===== src/rtl/mult_pkg.sv =====
// mult_pkg -- shared definitions for the Booth multiplier.
//   state_t     : controller states IDLE / RUN / DONE
//   RADIX_SHIFT : multiplier bits retired per iteration (1 = radix-2, 2 = radix-4)
//   iter_count  : number of iterations for a given operand width and shift
// Configuration macro: MULT_RADIX4_EN (defined -> radix-4, undefined -> radix-2).
package mult_pkg;

    typedef enum logic [1:0] {
        IDLE,
        RUN,
        DONE
    } state_t;

`ifdef MULT_RADIX4_EN
    localparam int unsigned RADIX_SHIFT = 2;
`else
    localparam int unsigned RADIX_SHIFT = 1;
`endif

    // Operands are extended to w+2 bits; each iteration retires 'shift' bits.
    function automatic int unsigned iter_count(input int unsigned w, input int unsigned shift);
        return (w + 2) / shift;
    endfunction

endpackage


===== src/rtl/booth_recoder.sv =====
// booth_recoder -- Booth digit selection and partial-product generation.
//   mcand  : extended multiplicand (W+2 bits, two's complement)
//   window : multiplier bits {q[RADIX_SHIFT-1:0], q_prev} examined this iteration
//   pp     : partial product (W+4 bits, two's complement), digit * mcand
// Configuration macro: MULT_RADIX4_EN (digits -2..+2 when defined, -1..+1 otherwise).
module booth_recoder
    import mult_pkg::*;
#(
    parameter int unsigned W = 8
) (
    input  logic [W+1:0]         mcand,
    input  logic [RADIX_SHIFT:0] window,
    output logic [W+3:0]         pp
);

    logic [W+3:0] m_ext;

    // Two guard bits keep +/-2*mcand representable without overflow.
    assign m_ext = {{2{mcand[W+1]}}, mcand};

    always_comb begin
        pp = '0;
`ifdef MULT_RADIX4_EN
        case (window)
            3'b001, 3'b010: pp = m_ext;
            3'b011:         pp = m_ext << 1;
            3'b100:         pp = -(m_ext << 1);
            3'b101, 3'b110: pp = -m_ext;
            default:        pp = '0;
        endcase
`else
        case (window)
            2'b01:   pp = m_ext;
            2'b10:   pp = -m_ext;
            default: pp = '0;
        endcase
`endif
    end

endmodule


===== src/rtl/param_booth_multiplier.sv =====
// param_booth_multiplier -- iterative Booth multiplier, signed or unsigned operands.
//   clk       : clock, all state changes on rising edge
//   rst_n     : synchronous active-low reset
//   start     : request a new multiplication (accepted in IDLE or DONE)
//   is_signed : 1 = two's-complement operands, 0 = unsigned (captured with start)
//   x, y      : multiplicand / multiplier (captured with start)
//   busy      : high while iterations are in progress
//   done      : one-cycle pulse, p valid
//   p         : low 2W bits of the product, held until the next done
// Configuration macro: MULT_RADIX4_EN (radix-4, (W+2)/2 iterations when defined;
// radix-2, W+2 iterations otherwise).
module param_booth_multiplier
    import mult_pkg::*;
#(
    parameter int unsigned W = 8
) (
    input  logic           clk,
    input  logic           rst_n,
    input  logic           start,
    input  logic           is_signed,
    input  logic [W-1:0]   x,
    input  logic [W-1:0]   y,
    output logic           busy,
    output logic           done,
    output logic [2*W-1:0] p
);

    localparam int unsigned E      = W + 2;
    localparam int unsigned AW     = W + 4;
    localparam int unsigned RS     = RADIX_SHIFT;
    localparam int unsigned N_ITER = iter_count(W, RS);
    localparam int unsigned CW     = $clog2(N_ITER + 1);
    localparam logic [CW-1:0] LAST = CW'(N_ITER - 1);

    state_t        state;
    logic [CW-1:0] cnt;
    logic [E-1:0]  mcand;
    logic [E-1:0]  q;
    logic          q_prev;
    logic [AW-1:0] acc;

    logic [E-1:0]  x_ext;
    logic [E-1:0]  y_ext;
    logic [RS:0]   window;
    logic [AW-1:0] pp;
    logic [AW-1:0] sum;
    logic [AW-1:0] acc_next;
    logic [E-1:0]  q_next;

    assign x_ext  = is_signed ? {{2{x[W-1]}}, x} : {2'b00, x};
    assign y_ext  = is_signed ? {{2{y[W-1]}}, y} : {2'b00, y};
    assign window = {q[RS-1:0], q_prev};

    booth_recoder #(
        .W(W)
    ) u_recoder (
        .mcand  (mcand),
        .window (window),
        .pp     (pp)
    );

    // {acc, q} is one long shift register: the partial product is added to the
    // upper half, then the pair is shifted arithmetically right by RS bits so
    // the low product bits migrate into q as multiplier bits are retired.
    always_comb begin
        sum      = acc + pp;
        acc_next = AW'($signed(sum) >>> RS);
        q_next   = {sum[RS-1:0], q[E-1:RS]};
    end

    always_ff @(posedge clk) begin
        if (!rst_n) begin
            state  <= IDLE;
            busy   <= 1'b0;
            done   <= 1'b0;
            p      <= '0;
            cnt    <= '0;
            mcand  <= '0;
            q      <= '0;
            q_prev <= 1'b0;
            acc    <= '0;
        end else begin
            done <= 1'b0;
            case (state)
                IDLE, DONE: begin
                    if (start) begin
                        mcand  <= x_ext;
                        q      <= y_ext;
                        q_prev <= 1'b0;
                        acc    <= '0;
                        cnt    <= '0;
                        busy   <= 1'b1;
                        state  <= RUN;
                    end else begin
                        state  <= IDLE;
                    end
                end
                RUN: begin
                    acc    <= acc_next;
                    q      <= q_next;
                    q_prev <= q[RS-1];
                    cnt    <= cnt + CW'(1);
                    if (cnt == LAST) begin
                        busy  <= 1'b0;
                        done  <= 1'b1;
                        // Low 2W bits of the final {acc, q} are the product.
                        p     <= {acc_next[W-3:0], q_next};
                        state <= DONE;
                    end
                end
                default: state <= IDLE;
            endcase
        end
    end

endmodule


===== config.mk =====
export PLATFORM = sky130hd
export DESIGN_NAME = param_booth_multiplier
export DESIGN_NICKNAME = d
export VERILOG_FILES = /design/src/rtl/mult_pkg.sv /design/src/rtl/booth_recoder.sv /design/src/rtl/param_booth_multiplier.sv
export SDC_FILE = /design/constraint.sdc
export NUM_CORES = 1
export LEC_CHECK = 0
export ABC_AREA = 1
export CAP_MARGIN = 20
export CORE_MARGIN = 1.5
export CORE_UTILIZATION = 57
export CTS_BUF_LIST = sky130_fd_sc_hd__clkbuf_4
export DETAILED_ROUTE_END_ITERATION = 6
export GPL_ROUTABILITY_DRIVEN = 0
export PLACE_DENSITY = 0.84
export SYNTH_ARGS = -nofsm -noshare
export SYNTH_HDL_FRONTEND = slang
export SYNTH_SLANG_ARGS = --single-unit
export TNS_END_PERCENT = 50

===== constraint.sdc =====
create_clock -name clk -period 2.82 [get_ports clk]
set_input_delay 0.705 -clock clk [delete_from_list [all_inputs] [get_ports clk]]
set_output_delay 0.705 -clock clk [all_outputs]
set_load 0.01 [all_outputs]

==> qor.csv <==
metric,value,unit
finClkSkew,0.01901,ns
synth_top_area_share,38.73,%
ys.warnings.count,0,
root_buffer,clkbuf_4,
setup_ws,0.1848,ns
syn_area,2843,sq um
grt_max_degree,33,
drc,0,
finalSetupViolations,0,
coreArea,4755,sq um
start_kind,register,
yosys.area_share.adder,7.746,%
tightest_slew,0.3716,ns
power.total,1.394,mW
whs_endpoint,p[8],
clock_latency,0.39,ns
maxSlewViolCount,0,
yosysSeqAreaShare,38.73,%
switchingPower,0.4004,mW
irDropWorstVdd,0.3133,mV
cts_inserted_buffers,5,
path_max_fanout,5,
synth_top_family_by_area,simple AND/OR/NAND/NOR gates,
drv_cap,0,
initial_core_util,59.79,%
grt_pass1_vias,2616,
muxShareOfSynthArea,0,%
die_y,73.62,um
ys_ff_latch,55,
vias,2759,
overflow,0,
synth_cell_types,34,
power_leakage,1.395,nW
holdPathStages,2,
powerDensity,411.6,nW/um^2
rows,25,
drt-total-wl,6710,um
place_hpwl,4778,um
min_period_over_period,93.45,%
reg2reg_slack,0.18,ns
drtIter0Drc,227,
outcome,"finished, final reports clean",
synthTopCellsByArea,"dfxtp_1 39%, nand2_1 14%, a21oi_1 7.2%",
syn_area_per_cell,7.054,sq um
antenna_found_initial,0,
grt_pass1_wl,11290,um
clk_pin_slew_worst_paths,0.16,ns
synthXorXnorAreaFrac,1.540,%
critical_path_class,reg2reg,
hold_violations,0,
die_w,73.62,um
cts_tree,yes,
r2r-end,acc[8],
dieArea,5420,sq um
yosysTopAreaCell,dfxtp_1,
pwr-share-seq,58.9,%
critPathCaptureType,register,
cts_max_level,2,
layout.nets,475,
postCtsHoldBufs,0,
io_buffers,37,
synth_compound_area_share,17.69,%
synth_nets,440,
p_clk_share,26.3,%
r2r_start,mcand[1],
viasPerCell,5.453,
hold_class,reg2reg,
synthCells,403,
cp_data_arrival_time,2.97,ns
internal_power,0.9937,mW
max_freq,379.5,MHz
area_delta_synth_final,19.15,%
ant_nets,0,
post-route-min-period,2.635,ns
drive_above_1_share,8.428,%
cp.required,3.15,ns
relSlewSlack,75.23,%
combPwrFrac,14.7,%
clock_sinks,55,
synthSimpleGateAreaFrac,26.94,%
dr.pass1.iters,6,
routedWlPerCell,13.26,um
holdCritStartpoint,q[9],
ff2ff_path_depth,15,
n_antenna_cell,0,
max-clock-path-buffers,2,
boundaryPins,38,
grt_usage,26.59,%
switching_share,28.72,%
dp_slack,0.1367,ns
-- cell type report --
| cell class | count | area, sq um |
|---|---|---|
| Inverter | 36 | 135.1 |
| Clock inverter | 2 | 16.27 |
| Sequential cell | 55 | 1101 |
| Tap cell | 67 | 83.83 |
| Clock buffer | 6 | 45.04 |
| Fill cell | 403 | 1368 |
| Multi-Input combinational cell | 296 | 1583 |
| Timing Repair Buffer | 44 | 422.9 |
-- kinds of logic (layout without fill, tap and decap cells) --
kind of cell             after synthesis  count (layout)
AND/OR/NAND/NOR                      185             185
buffers and inverters                 52              88
XOR/XNOR                               5               5
adder cells (fa/ha/maj)               17              17
flip-flops                            55              55
AO/OA/AOI/OAI                         89              89
-- metal layers --
| layer | share of wire [%] | track usage [%] | vias to the layer above |
|---|---|---|---|
| li1 | - | - | 1405 |
| met2 | 48 | 44.34 | 83 |
| met4 | 2.5 | 11.52 | 0 |
| met3 | 5.6 | 4.390 | 15 |
| met1 | 44 | 33.82 | 1256 |
| met5 | 0 | 0 | - |
-- layout by cell type (no fill, tap or decap), types with 2 or more instances in the layout --
master             n
nand4_1            2
inv_1             31
clkbuf_4           6
a31oi_1            6
dfxtp_1           55
a221oi_1           5
a21oi_2            2
a21oi_1           40
inv_2              5
nand3_1           34
clkdlybuf4s50_1   37
xor2_1             3
nand2_2            2
ha_1              14
buf_4              7
nor2_2             3
nor2_1            30
a211oi_1           2
nand2_1          107
o21ai_0           24
xnor2_1            2
nor2_4             2
-- per-stage QoR --
step / area [sq um] / hold slack, ns / setup TNS (ns) / util, % / instances
after floorplan: 2843 / 0.4372 / 0 / - / 403
after global placement: 3268 / 0.4501 / 0 / 68.74 / 497
after detailed placement: 3268 / 0.4588 / 0 / 68.74 / 497
after CTS: 3329 / 0.4722 / 0 / 70.03 / 505
after global routing: 3387 / 0.4836 / -0.09985 / 71.24 / 506
final: 3387 / 0.4632 / 0 / 71.24 / 506
-- synthesized netlist by cell type --
cell type / n
a221oi_1: 5
o21bai_1: 1
o21ai_0: 25
o22ai_1: 1
ha_1: 16
a211oi_1: 3
nor3_1: 2
nand4_1: 2
o21a_1: 1
nor2_1: 32
buf_2: 3
or2_1: 1
buf_1: 1
nor2_4: 1
o211ai_1: 1
clkbuf_1: 11
a31oi_1: 6
inv_2: 5
inv_1: 31
a21oi_1: 41
clkbuf_8: 1
dfxtp_1: 55
nor2_2: 2
a21boi_0: 2
xnor2_1: 2
nand2_1: 108
nand3_1: 35
or2_2: 1
nand2_2: 1
o21ai_2: 1
a21o_1: 1
a21oi_2: 1
xor2_1: 3
fa_1: 1
-- worst max-delay path, stage by stage, from the launching register on --
cell	delay (ns)
dfxtp_1	0.35
inv_1	0.15
ha_4	0.17
nand3_2	0.12
nor3_2	0.21
nand2_1	0.10
nand2_1	0.07
a21oi_1	0.07
o21bai_1	0.17
ha_1	0.36
a21o_1	0.22
nor2_1	0.11
nand3_1	0.11
a21oi_1	0.13
o21ai_0	0.11
a21oi_1	0.13
-- how the worst max path moves through the flow --
| stage | start | endpoint | slack, ns | cells after the start |
|---|---|---|---|---|
| after detailed placement | mcand[0] | acc[10] | 0.14 | 16 |
| after global routing | mcand[1] | acc[10] | -0.05 | 17 |
| final | mcand[1] | acc[8] | 0.18 | 15 |
| after CTS | mcand[0] | acc[10] | 0.08 | 16 |
| after global placement | mcand[0] | acc[10] | 0.21 | 16 |
| after floorplan | mcand[0] | acc[10] | 0.43 | 16 |
-- registers in the layout (all words and copies together) (netlist names) --
signal and flops:
p 16, acc 11, q 10, mcand 9
cnt 4, state 2, busy 1, done 1
q_prev 1
-- power by group through the flow --
stage	clock (mW)	sequential [mW]	combinational, mW
global route	0.401	0.825	0.229
floorplan	0	0.833	0.127
global placement	0	0.837	0.187
CTS	0.376	0.821	0.193
finish	0.367	0.822	0.206
detailed placement	0	0.838	0.191
-- repair_timing --
action                     CTS  global route
gates resized for setup      0            14
setup endpoints to repair    0             6
setup buffers                0             1
Note: power is estimated with default switching activity, not from simulation.
==> variant, RTL diff (config.mk and constraints unchanged) <==
`W` is set to 8 in 2 places; all go to 16.
--- a/src/rtl/booth_recoder.sv
+++ b/src/rtl/booth_recoder.sv
@@ -8,3 +8,3 @@
 #(
-    parameter int unsigned W = 8
+    parameter int unsigned W = 16
 ) (
--- a/src/rtl/param_booth_multiplier.sv
+++ b/src/rtl/param_booth_multiplier.sv
@@ -14,3 +14,3 @@
 #(
-    parameter int unsigned W = 8
+    parameter int unsigned W = 16
 ) (
Ports: changed (resized p, x and y); port bits go from 38 to 70. No check against the original RTL was run, so the function may have changed too.
==> variant against the unedited design <==
The flow now finishes with violations (negative setup slack). Sequential cell count is 41 higher. Routed wire length is 130% higher. Combinational power is 100% higher. Setup slack worse by 0.35 ns. Area after synthesis is 85% higher. Design area is 99% higher. Critical path depth is 4 higher. Via count is 100% higher. Sequential share of layout area is 3.9 points lower. Power is 100% higher. Worst hold slack better by 0.014 ns. Die area is 81% higher. Critical path type unchanged. Critical endpoint is now acc[10]. Largest cell class unchanged.
==> variant: results (changes against the unedited design) <==
Setup path
  • R2r startpoint: mcand[0] (was mcand[1])
  • FF-to-FF path depth: 19 (was 15)
  • Maximum fanout along the worst path: 4 (was 5)

Clock tree
  • H-tree depth: 3 (was 2)
  • Worst skew pair latency: 0.46 ns (was 0.39 ns)
  • Setup bufs post-CTS: 1 (was 0)
  • # resized after CTS: 8 (was 0)

Placement
  • HPWL Detailed: 10.1 mm (was 4.78 mm)
  • Port Buffers: 69 (was 37)

Timing
  • Setup ws final: -0.169 ns (was 0.185 ns)
  • WHS: 0.477 ns (was 0.463 ns)
  • Setup TNS: -0.391 ns (was 0 ns)
  • Final-report setup violation count: 5 (was 0)
  • Clk_skew: 0.0266 ns (was 0.0190 ns)

Pwr
  • Maximum vdd ir drop: 290 µV (was 313 µV)
  • Leak: 2.86 nW (was 1.40 nW)

GRT
  • Largest net degree at the start of global routing: 40 (was 33)
  • Global-route wire length before repair: 23.5 mm (was 11.3 mm)
  • Met3 usage in global routing: 5.53% (was 4.39%)

Layout
  • Seq area share: 28.6% (was 32.5%)
  • Layout cells sized above 1: 18.3% (was 8.43%)
  • Biggest regs: p x32, acc x19, q x18 (was p x16, acc x11, q x10)
  • Buffers, non-clock: 112 (was 44)
  • Seq_cells: 96 (was 55)
  • Comb_multi_in: 570 (was 296)
  • Fill count: 647 (was 403)
  • NonClk Buf Share: 15.1% (was 12.5%)
  • ClkCell Share: 2.73% (was 1.81%)

Min path
  • Worst Hold Launch: q[6] (was q[9])
  • Hold Path End: p[5] (was p[8])

Drt
  • Via density: 5.89 (was 5.45)
  • First drt pass iteration count: 7 (was 6)
  • Final wirelength: 15.3 mm (was 6.71 mm)
  • Wl on met1: 6.00 mm (was 2.97 mm)
  • DR WL met3: 1.12 mm (was 375 µm)

Status
  • Violated checks: negative setup slack
  • Status: finished, violations left (was finished clean)

Synthesis
  • Most instantiated cells after synthesis: nand2_1, dfxtp_1, nor2_1 (was nand2_1, dfxtp_1, a21oi_1)
  • Syn nets: 819 (was 440)
  • Post-Synth XOR/XNOR Area: 1.66% (was 1.54%)
  • Synth area leaders: dfxtp_1, nand2_1, a21oi_1 (unchanged)
  • Register area share after synthesis: 36.5% (was 38.7%)
  • Synth Area in Compound Gates: 17.2% (was 17.7%)
  • Cell variety after synth: 40 (was 34)
  • Synth Area in Adders: 6.09% (was 7.75%)
[variant: cell count changes after synthesis, moves of 15 or more]
cell,change
dfxtp_1,+41
a21oi_1,+21
nand2_1,+110
inv_1,+24
o21ai_0,+15
nor2_1,+33
nand3_1,+18
[variant: how the worst max path moves through the flow]
stage,start,depth (start not counted),to
after global placement,mcand[0],17,acc[10]
after CTS,q[0],16,acc[15]
after global routing,mcand[0],19,acc[10]
after floorplan,mcand[0],19,acc[18]
after detailed placement,mcand[0],21,acc[18]
final,mcand[0],19,acc[10]
[variant: metrics by stage]
stage | area, µm² | cells | setup WS [ns]
after floorplan | 5260 | 758 | 0.198
after global placement | 6200 | 936 | 0.0244
after detailed placement | 6200 | 936 | -0.0623
after CTS | 6420 | 952 | -0.00435
after global routing | 6730 | 960 | -0.320
final | 6730 | 960 | -0.169
[variant: report_power, final]
| part | internal (mW) | switching [mW] |
|---|---|---|
| clock | 0.451 | 0.487 |
| combinational | 0.169 | 0.249 |
| sequential | 1.40 | 0.0396 |
